**config.mk**
```make
export PLATFORM = sky130hd
export DESIGN_NAME = l2_mac_sched
export DESIGN_NICKNAME = d
export VERILOG_FILES = /design/src/rtl/l2_mac_sched.sv
export SDC_FILE = /design/constraint.sdc
export NUM_CORES = 1
export LEC_CHECK = 0
export CAP_MARGIN = 20
export CORE_UTILIZATION = 43
export CTS_BUF_LIST = sky130_fd_sc_hd__clkbuf_8
export CTS_CLUSTER_SIZE = 24
export DETAILED_ROUTE_END_ITERATION = 10
export PLACE_DENSITY = 0.8
export REMOVE_ABC_BUFFERS = 1
export SLEW_MARGIN = 40
export SYNTH_ARGS = -nofsm -noshare
export SYNTH_HDL_FRONTEND = slang
export SYNTH_SLANG_ARGS = --single-unit
```
**constraint.sdc**
```tcl
create_clock -name clk -period 5.5 [get_ports clk]
set_input_delay 0.55 -clock clk [delete_from_list [all_inputs] [get_ports clk]]
set_output_delay 0.55 -clock clk [all_outputs]
set_load 0.1 [all_outputs]
```
**src/rtl/l2_mac_sched.sv**
```systemverilog
// Round-robin scheduler sharing one sum-of-squares MAC datapath between two requesters.
// One vector in flight at a time; the final accumulator is returned with owner ID and overflow.
module l2_mac_sched #(
  parameter int unsigned VEC_LEN = 4,
  parameter int unsigned DATA_W  = 8,
  parameter int unsigned ACC_W   = 20,
  parameter int unsigned CNT_W   = 8
) (
  input  logic              clk,
  input  logic              reset,
  input  logic              req0_valid,
  input  logic [DATA_W-1:0] req0_a,
  output logic              req0_ready,
  input  logic              req1_valid,
  input  logic [DATA_W-1:0] req1_a,
  output logic              req1_ready,
  output logic [DATA_W-1:0] dp_a,
  output logic              dp_valid_in,
  output logic              dp_clear,
  input  logic [ACC_W-1:0]  dp_f,
  input  logic              dp_valid_out,
  input  logic              dp_overflow,
  output logic              res_valid,
  input  logic              res_ready,
  output logic              res_id,
  output logic [ACC_W-1:0]  res_f,
  output logic              res_overflow
);

  typedef enum logic [1:0] {StIdle, StStream, StDrain, StDone} state_e;

  localparam logic [CNT_W-1:0] LastCnt = CNT_W'(VEC_LEN - 1);
  localparam logic [CNT_W-1:0] FullCnt = CNT_W'(VEC_LEN);

  state_e state_q, state_d;

  logic              grant_q, grant_d;
  logic              last_grant_q, last_grant_d;
  logic [CNT_W-1:0]  in_cnt_q, in_cnt_d;
  logic [CNT_W-1:0]  out_cnt_q, out_cnt_d;
  logic              ovf_q, ovf_d;
  logic [DATA_W-1:0] dp_a_q, dp_a_d;
  logic              dp_valid_in_q, dp_valid_in_d;
  logic              dp_clear_q, dp_clear_d;
  logic              res_valid_q, res_valid_d;
  logic              res_id_q, res_id_d;
  logic [ACC_W-1:0]  res_f_q, res_f_d;
  logic              res_ovf_q, res_ovf_d;

  logic              any_valid;
  logic              pick;
  logic              g_valid;
  logic [DATA_W-1:0] g_a;
  logic              stream_ready;
  logic              accept;
  logic              last_in;
  logic              track;
  logic              last_out;
  logic              out_done;

  assign any_valid = req0_valid | req1_valid;
  // Prefer the requester that was not served last; fall back to whichever is valid.
  assign pick      = last_grant_q ? ~req0_valid : req1_valid;

  assign g_valid      = grant_q ? req1_valid : req0_valid;
  assign g_a          = grant_q ? req1_a : req0_a;
  assign stream_ready = (state_q == StStream) && (in_cnt_q < FullCnt);
  assign req0_ready   = stream_ready && !grant_q;
  assign req1_ready   = stream_ready && grant_q;

  assign accept   = stream_ready && g_valid;
  assign last_in  = accept && (in_cnt_q == LastCnt);
  assign track    = (state_q == StStream) || (state_q == StDrain);
  assign last_out = track && dp_valid_out && (out_cnt_q == LastCnt);
  assign out_done = last_out || (out_cnt_q == FullCnt);

  // State register
  always_ff @(posedge clk or negedge reset) begin
    if (!reset) begin
      state_q <= StIdle;
    end else begin
      state_q <= state_d;
    end
  end

  // Next-state logic
  always_comb begin
    state_d = state_q;
    unique case (state_q)
      StIdle:   if (any_valid) state_d = StStream;
      // A result already captured during streaming skips the drain phase.
      StStream: if (last_in) state_d = out_done ? StDone : StDrain;
      StDrain:  if (out_done) state_d = StDone;
      StDone:   if (res_ready) state_d = StIdle;
      default:  state_d = StIdle;
    endcase
  end

  // Output and datapath next-state logic
  always_comb begin
    grant_d       = grant_q;
    last_grant_d  = last_grant_q;
    in_cnt_d      = in_cnt_q;
    out_cnt_d     = out_cnt_q;
    ovf_d         = ovf_q;
    dp_a_d        = dp_a_q;
    dp_valid_in_d = 1'b0;
    dp_clear_d    = 1'b0;
    res_valid_d   = res_valid_q;
    res_id_d      = res_id_q;
    res_f_d       = res_f_q;
    res_ovf_d     = res_ovf_q;

    if ((state_q == StIdle) && any_valid) begin
      grant_d    = pick;
      dp_clear_d = 1'b1;
      in_cnt_d   = '0;
      out_cnt_d  = '0;
      ovf_d      = 1'b0;
    end

    if (accept) begin
      dp_a_d        = g_a;
      dp_valid_in_d = 1'b1;
      in_cnt_d      = in_cnt_q + 1'b1;
    end

    // Strobes beyond VEC_LEN are protocol errors; the counter holds instead of wrapping.
    if (track && dp_valid_out && (out_cnt_q != FullCnt)) begin
      out_cnt_d = out_cnt_q + 1'b1;
      ovf_d     = ovf_q | dp_overflow;
    end

    if (last_out) begin
      res_f_d   = dp_f;
      res_ovf_d = ovf_q | dp_overflow;
      res_id_d  = grant_q;
    end

    if ((state_q != StDone) && (state_d == StDone)) begin
      res_valid_d = 1'b1;
    end

    if ((state_q == StDone) && res_ready) begin
      res_valid_d  = 1'b0;
      last_grant_d = grant_q;
    end
  end

  always_ff @(posedge clk or negedge reset) begin
    if (!reset) begin
      grant_q       <= 1'b0;
      last_grant_q  <= 1'b1;
      in_cnt_q      <= '0;
      out_cnt_q     <= '0;
      ovf_q         <= 1'b0;
      dp_a_q        <= '0;
      dp_valid_in_q <= 1'b0;
      dp_clear_q    <= 1'b0;
      res_valid_q   <= 1'b0;
      res_id_q      <= 1'b0;
      res_f_q       <= '0;
      res_ovf_q     <= 1'b0;
    end else begin
      grant_q       <= grant_d;
      last_grant_q  <= last_grant_d;
      in_cnt_q      <= in_cnt_d;
      out_cnt_q     <= out_cnt_d;
      ovf_q         <= ovf_d;
      dp_a_q        <= dp_a_d;
      dp_valid_in_q <= dp_valid_in_d;
      dp_clear_q    <= dp_clear_d;
      res_valid_q   <= res_valid_d;
      res_id_q      <= res_id_d;
      res_f_q       <= res_f_d;
      res_ovf_q     <= res_ovf_d;
    end
  end

  assign dp_a         = dp_a_q;
  assign dp_valid_in  = dp_valid_in_q;
  assign dp_clear     = dp_clear_q;
  assign res_valid    = res_valid_q;
  assign res_id       = res_id_q;
  assign res_f        = res_f_q;
  assign res_overflow = res_ovf_q;

endmodule

```
# --- Yosys cells after proc, flatten, opt, wreduce, memory -nomap -nowiden ---
# Cells that the tools add are included.
op_classes:
  n_addsub: 2
  order_cmp: 1
  eq_ne: 9
  mux: 18
  bitwise_logic: 3
  reduce_logical: 18
op_table:
  columns: ["operator", "n"]
  rows:
  - ["8-bit two-way mux", 4]
  - ["8-bit by 1-bit adder with 8-bit output, second input constant", 2]
  - ["8-bit by 2-bit == test with 1-bit output, second input constant", 2]
  - ["1-bit logical AND", 11]
  - ["1-bit two-way mux", 9]
  - ["8-bit by 3-bit == test with 1-bit output, second input constant", 1]
  - ["8-bit by 3-bit < comparator with 1-bit output, second input constant", 1]
  - ["2-bit two-way mux", 4]
  - ["8-bit by 3-bit != test with 1-bit output, second input constant", 1]
  - ["2-bit one-hot mux with 4 select lines", 1]
  - ["2-bit == test, second input constant", 3]
  - ["2-bit nonzero test", 3]
  - ["2-bit by 1-bit == test with 1-bit output, second input constant", 1]
  - ["2-bit zero test", 1]
  - ["1-bit logical OR", 2]
  - ["2-bit != test, second input constant", 1]
  - ["1-bit bitwise OR", 2]
  - ["1-bit zero test", 1]
  - ["1-bit NOT", 1]
totals:
  regBits: 54
  out_inout_bits: 35
  elab_cells: 64

# --- Longest topological paths before layout ---
# Gate-level depths: netlist of the first run.
logic_depth:
  depth_word: 12
  ltp_mapped: 8

# --- Worst setup path before layout of the first run ---
# OpenSTA, ideal clock, no wires.
synth_timing:
  path_type: "register -> output"
  start: "register state_q[1]"
  end: "output port req0_ready"
  arrival_ps: 2249
  path_slack_ps: 2701
  path_stages_with_launch: 6
  n_path_buf: 0
  cell_sequence: "dfrtp_1 inv_1 ha_1 nor4b_4 nand2_1 nor2_1"
synth_between:
  elab_chain_cells: 3
synth_rtl:
  columns: ["item", "line_no", "text"]
  rows:
  - ["from (decl)", "35", "state_e state_q, state_d;"]
  - ["from (signal assigned)", "80", "state_q <= StIdle;"]
  - ["from (signal assigned)", "82", "state_q <= state_d;"]
  - ["2-bit by 1-bit == test with 1-bit output", "67", "assign stream_ready = (state_q == StStream) && (in_cnt_q < FullCnt);"]
  - ["1-bit logical AND", "67", null]
  - ["1-bit logical AND", "68", "assign req0_ready = stream_ready && !grant_q;"]
  - ["to (decl)", "13", "output logic req0_ready,"]
# Every way passes these cells.

# --- Final worst setup path of the first run ---
layout_timing:
  start: "register state_q[1]"
  end: "output port req1_ready"
layout_between:
  elab_chain_cells: 3
layout_rtl:
  columns: ["item", "line_no", "text"]
  rows:
  - ["2-bit by 1-bit == test with 1-bit output", "67", null]
  - ["1-bit logical AND", "67", null]
  - ["1-bit logical AND", "69", "assign req1_ready = stream_ready && grant_q;"]
  - ["to (decl)", "16", "output logic req1_ready,"]
# Every way passes these cells.

==> impl_metrics.csv, run 1 <==
group,metric,value,unit
run_status,outcome,"finished clean",
sta,rsz0062_at_grt,"no",
worst_setup_path,critPathKind,"flip-flop to output pin",
yosys,synth-seq-cells,54,
worst_setup_path,cp_slowest_stage_delay,0.43,ns
yosys,synth_ff_type,"dfrtp_1",
sta,tns,0,ns
cts,postCtsResizedCells,0,
drt,routedWlPerCell,13.4,um
cts,cts_buffers,5,
worst_setup_path,crit_path_start_kind,"flip-flop",
place,gp_congestion,0.839,
sta,hold_violations,0,
layout,syn_to_final_growth,32.5,%
layout,final_area,3230,um^2
worst_setup_path,crit_path_cell_trace,"inv_1 -> ha_1 -> nor4b_4 -> and3_2 -> buf_2",
floorplanning,die_h,77.3,um
drt,route.detailed.drc,0,
floorplanning,io_pins,78,
floorplanning,fp.dieArea,5970,um^2
worst_setup_path,worst_setup_path_end_kind,"output pin",
cts,path_clk_slew,0.09,ns
worst_setup_path,cp_data_required_time,4.95,ns
layout,multi_input_area,1010,um^2
hold_path,hold_path.class,"input port to async pin",
sta,period_minus_slack,2.54,ns
sta,drv_slew,0,
drt,ant_nets,0,
layout,post-route-util,59.0,%
global_route,grt_pass1_vias,1840,
global_route,antenna_found_initial,0,
layout,final_common_cell,"dfrtp_1",
global_route,grt_overflow_total,0,
place,dp_hpwl,3610,um
layout,layout.nets,341,
sta,setup_violations,0,
cts,postCtsSetupBuffers,0,
worst_setup_path,critPathArrivalTime,1.99,ns
sta,finalCritPeriodShare,46.1,%
drt,firstDrtPassIters,4,
sta,fmax,394,MHz
place,dpl-instance-area,3120,um^2
floorplanning,die_x,77.3,um
cts,clock_latency,0.30,ns
cts,htree_levels,2,
sta,slew_headroom,55.1,%
yosys,synth_edf_count,0,
drt,vias,1847,
drt,drt-initial-drc-count,91,
yosys,synthDistinctLibCells,40,
place,numPortBuffers,77,
floorplanning,core_area,5470,um^2
cts,cts_buffer_depth,2,
global_route,grt_max_degree,55,
job,drv_cap,0,
cts,cts_hold_buf,0,
place,post-place-ws,3.00,ns
floorplanning,num_rows,27,
cts,clkSinkCount,54,
sta,worstMarginPinSlew,0.673,ns
yosys,postSynthCellCount,211,
drt,wirelength,4880,um
layout,final_cell_mix,"dfrtp_1 (53), clkdlybuf4s50_1 (41), buf_2 (36)",
global_route,grt_pass1_wl,8210,um
yosys,synth_warnings,0,
cts,root_buffer,"clkbuf_8",
global_route,track_usage,17.5,%
sta,layout_setup_ws,2.96,ns
layout,ff_latch_area,1350,um^2
cts,cts_tree,"yes",
worst_setup_path,slowest_stage,"dfrtp_1",
yosys,async_reset_ff_share,100,%
worst_setup_path,crit_fanout,5,
yosys,seq_area_frac_synth,55.5,%
sta,skew,0.00244,ns
layout,antenna_cells,0,
yosys,synth.cell_area,2440,um^2
layout,n_fill_cell,465,
drt,vias_per_cell,5.09,
yosys,avgSynthCellArea,11.5,um^2
layout,drive_above_1_share,24.7,%
floorplanning,initial_utilization,44.5,%
per-stage QoR:
step           instances  hold slack [ns]
6_report             363            0.349
5_1_grt              363            0.421
4_1_cts              363            0.379
3_5_place_dp         355            0.469
3_3_place_gp         353            0.462
2_1_floorplan        202            0.254
routing by layer:
layer	GRT usage, %	part of all wire [%]	up-vias
li1	-	-	887
met1	21.5	43	895
met2	28.5	47	57
met3	5.95	7.7	8
met4	6.04	1.4	0
met5	0	0	-
critical path: cells and delay by family (launching register included):
family        cells  cell delay, ns
fa+ha+maj         1            0.20
buf+inv           2            0.54
simple gates      2            0.50
flops             1            0.43
Yosys cell counts (2+ instances only):
cell | instances | area share [%]
mux2_2 | 17 | 7.9
nor2b_1 | 4 | 1.0
and2_1 | 4 | 1.0
and3_1 | 5 | 1.3
dfrtp_1 | 53 | 54
a21oi_1 | 6 | 1.2
mux2i_1 | 8 | 3.3
nor3_2 | 2 | 0.82
o21ai_1 | 2 | 0.41
mux2_1 | 6 | 2.8
clkbuf_1 | 4 | 0.62
inv_1 | 9 | 1.4
nor2_1 | 12 | 1.8
nand3_1 | 8 | 1.6
o21ai_0 | 19 | 3.9
ha_1 | 8 | 4.1
nand2_1 | 18 | 2.8
buf_2 | 4 | 0.82
area by class of cell:
cell class | count | area share, %
Clock buffer | 5 | 2.13
Clock inverter | 3 | 1.16
Inverter | 10 | 1.16
Multi-Input combinational cell | 138 | 31.3
Sequential cell | 54 | 41.9
Tap cell | 72 | 2.79
Timing Repair Buffer | 81 | 19.6
cells by family (layout without fill, tap and decap cells):
group	after synthesis	after routing	synth area share (%)
muxes	31	31	13.9
DFF	54	54	55.5
AOI/OAI and AO/OA	37	37	9.30
and+or+nand+nor	60	60	13.1
adders and majority gates	8	8	4.11
buffers and inverters	19	99	3.29
xor gates and xnor gates	2	2	0.719
registers in the layout, indices dropped and copies added, names as in the netlist, 2 cells and up:
signal,cells
out_cnt_q,8
in_cnt_q,8
dp_a,8
res_f,20
state_q,2
final timing paths:
kind	from	end	slack, ns	depth (start not counted)
max	state_q[1]	req1_ready	2.96	5
min	reset	dp_a[5]	0.35	2
max reg2reg	state_q[1]	res_valid	3.23	8
min reg2reg	dp_a[0]	dp_a[0]	0.48	2
max in group asynchronous	reset	res_f[7]	4.69	2
min in group clk	dp_a[0]	dp_a[0]	0.48	2
Power of run 1 is not shown: default switching activity piles up to over one toggle a cycle in this logic, so the estimate is an artifact.
==> run 2, diff against run 1 <==
Settings changed: PLACE_DENSITY 0.8 to 0.83.
Clock period 5.5 ns to 2.1 ns, I/O delays scaled along.
==> run 2 against run 1 <==
Final cell count increased by 1.4%. First-iteration DRC count fell by 19%. Die area did not move. Register-to-register slack worse by 3.1 ns. Critical endpoint is now res_valid. Highest routed layer unchanged.
==> impl_metrics.csv, run 2 (synthesis gave the netlist of run 1 again) <==
group,metric,value,unit
run_status,outcome,"finished clean",
sta,layout_setup_ws,0.171,ns
floorplanning,initial_utilization,44.5,%
cts,clkSinkCount,54,
drt,vias_per_cell,5.05,
cts,cts_buffer_depth,2,
layout,n_fill_cell,443,
place,dp_hpwl,3660,um
layout,antenna_cells,0,
sta,period_minus_slack,1.93,ns
layout,multi_input_area,1030,um^2
sta,hold_violations,0,
sta,skew,0.00940,ns
layout,final_common_cell,"dfrtp_1",
sta,fmax,518,MHz
job,drv_cap,0,
layout,drive_above_1_share,28.7,%
drt,drt-initial-drc-count,74,
sta,finalCritPeriodShare,91.9,%
drt,firstDrtPassIters,4,
place,post-place-ws,0.0480,ns
sta,drv_slew,0,
place,numPortBuffers,77,
worst_setup_path,worst_setup_path_end_kind,"flip-flop",
floorplanning,fp.dieArea,5970,um^2
layout,syn_to_final_growth,39.2,%
global_route,grt_overflow_total,0,
layout,layout.nets,346,
worst_setup_path,crit_path_start_kind,"flip-flop",
floorplanning,die_x,77.3,um
worst_setup_path,critPathArrivalTime,2.13,ns
global_route,grt_max_degree,55,
sta,setup_violations,0,
floorplanning,io_pins,78,
sta,worstMarginPinSlew,0.665,ns
worst_setup_path,cp_data_required_time,2.30,ns
layout,largest_reg_flops,20,
cts,path_clk_slew,0.09,ns
cts,htree_levels,2,
cts,cts_buffers,5,
layout,final_cell_mix,"dfrtp_1 (51), clkdlybuf4s50_1 (41), buf_4 (41)",
worst_setup_path,crit_fanout,4,
cts,cts_hold_buf,0,
drt,route.detailed.drc,0,
drt,routedWlPerCell,13.6,um
sta,rsz0062_at_grt,"no",
drt,ant_nets,0,
sta,slew_headroom,55.7,%
floorplanning,core_area,5470,um^2
worst_setup_path,critPathKind,"flip-flop to flip-flop",
global_route,grt_pass1_wl,8420,um
drt,wirelength,5000,um
global_route,antenna_found_initial,0,
cts,clock_latency,0.31,ns
layout,ff_latch_area,1360,um^2
cts,cts_tree,"yes",
hold_path,hold_path.class,"input port to async pin",
floorplanning,num_rows,27,
cts,root_buffer,"clkbuf_8",
drt,vias,1857,
global_route,track_usage,17.9,%
floorplanning,die_h,77.3,um
global_route,grt_pass1_vias,1905,
place,gp_congestion,0.849,
## run 2: cell count changes in the layout (fill, tap and decap cells not counted), sizes merged
cell | previous run | this run
buf | 40 | 45
inv | 12 | 10
bufinv | 1 | 0
clkbuf | 5 | 6
clkinv | 0 | 1
clkinvlp | 0 | 1
## run 2: what timing repair did
| action | 4_1_cts | 5_1_grt |
|---|---|---|
| setup buffers | 0 | 3 |
| endpoints found under the setup margin | 0 | 3 |
| resized for setup | 0 | 7 |
## run 2: final cells by class
type                       count  area share (%)
multi-input combinational    138            30.4
inverter                      10            1.11
clock inverter                 2           0.369
timing repair buffer          86            23.1
tap                           72            2.66
sequential                    54            39.9
clock buffer                   6            2.43
## run 2: final timing paths
kind	startpoint	cells past startpoint	slack (ns)	to
worst max-delay path	state_q[1]	7	0.17	res_valid
min in group clk	dp_a[5]	2	0.49	dp_a[5]
worst min register to register	dp_a[5]	2	0.49	dp_a[5]
max in group asynchronous	reset	2	1.61	state_q[0]
worst max register to register	state_q[1]	7	0.17	res_valid
worst min-delay path	reset	2	0.02	dp_a[5]
## run 2: metrics by stage
stage	instances	setup TNS, ns	hold slack, ns	utilization [%]	instance area, um^2
floorplan	202	-5.98	-0.0856	-	2390
global placement	357	0	0.375	59.4	3250
detailed placement	357	0	0.379	59.4	3250
CTS	365	0	0.0462	61.1	3350
global route	368	0	0.0698	62.0	3390
finish	368	0	0.0215	62.0	3390
## run 2: worst max-delay path: stages (launching register included)
cell,delay [ns]
dfrtp_2,0.43
inv_2,0.09
ha_4,0.14
nor4b_4,0.26
nand4_1,0.23
a311oi_2,0.33
o41ai_2,0.13
a31o_1,0.22
## run 2: metal layers
metal  wire length, um  track usage (%)
met5                 0                0
met1              2100             21.0
met3               333             6.55
met2              2500             30.5
met4                68             4.72
Power of run 2 is left out for the same reason.
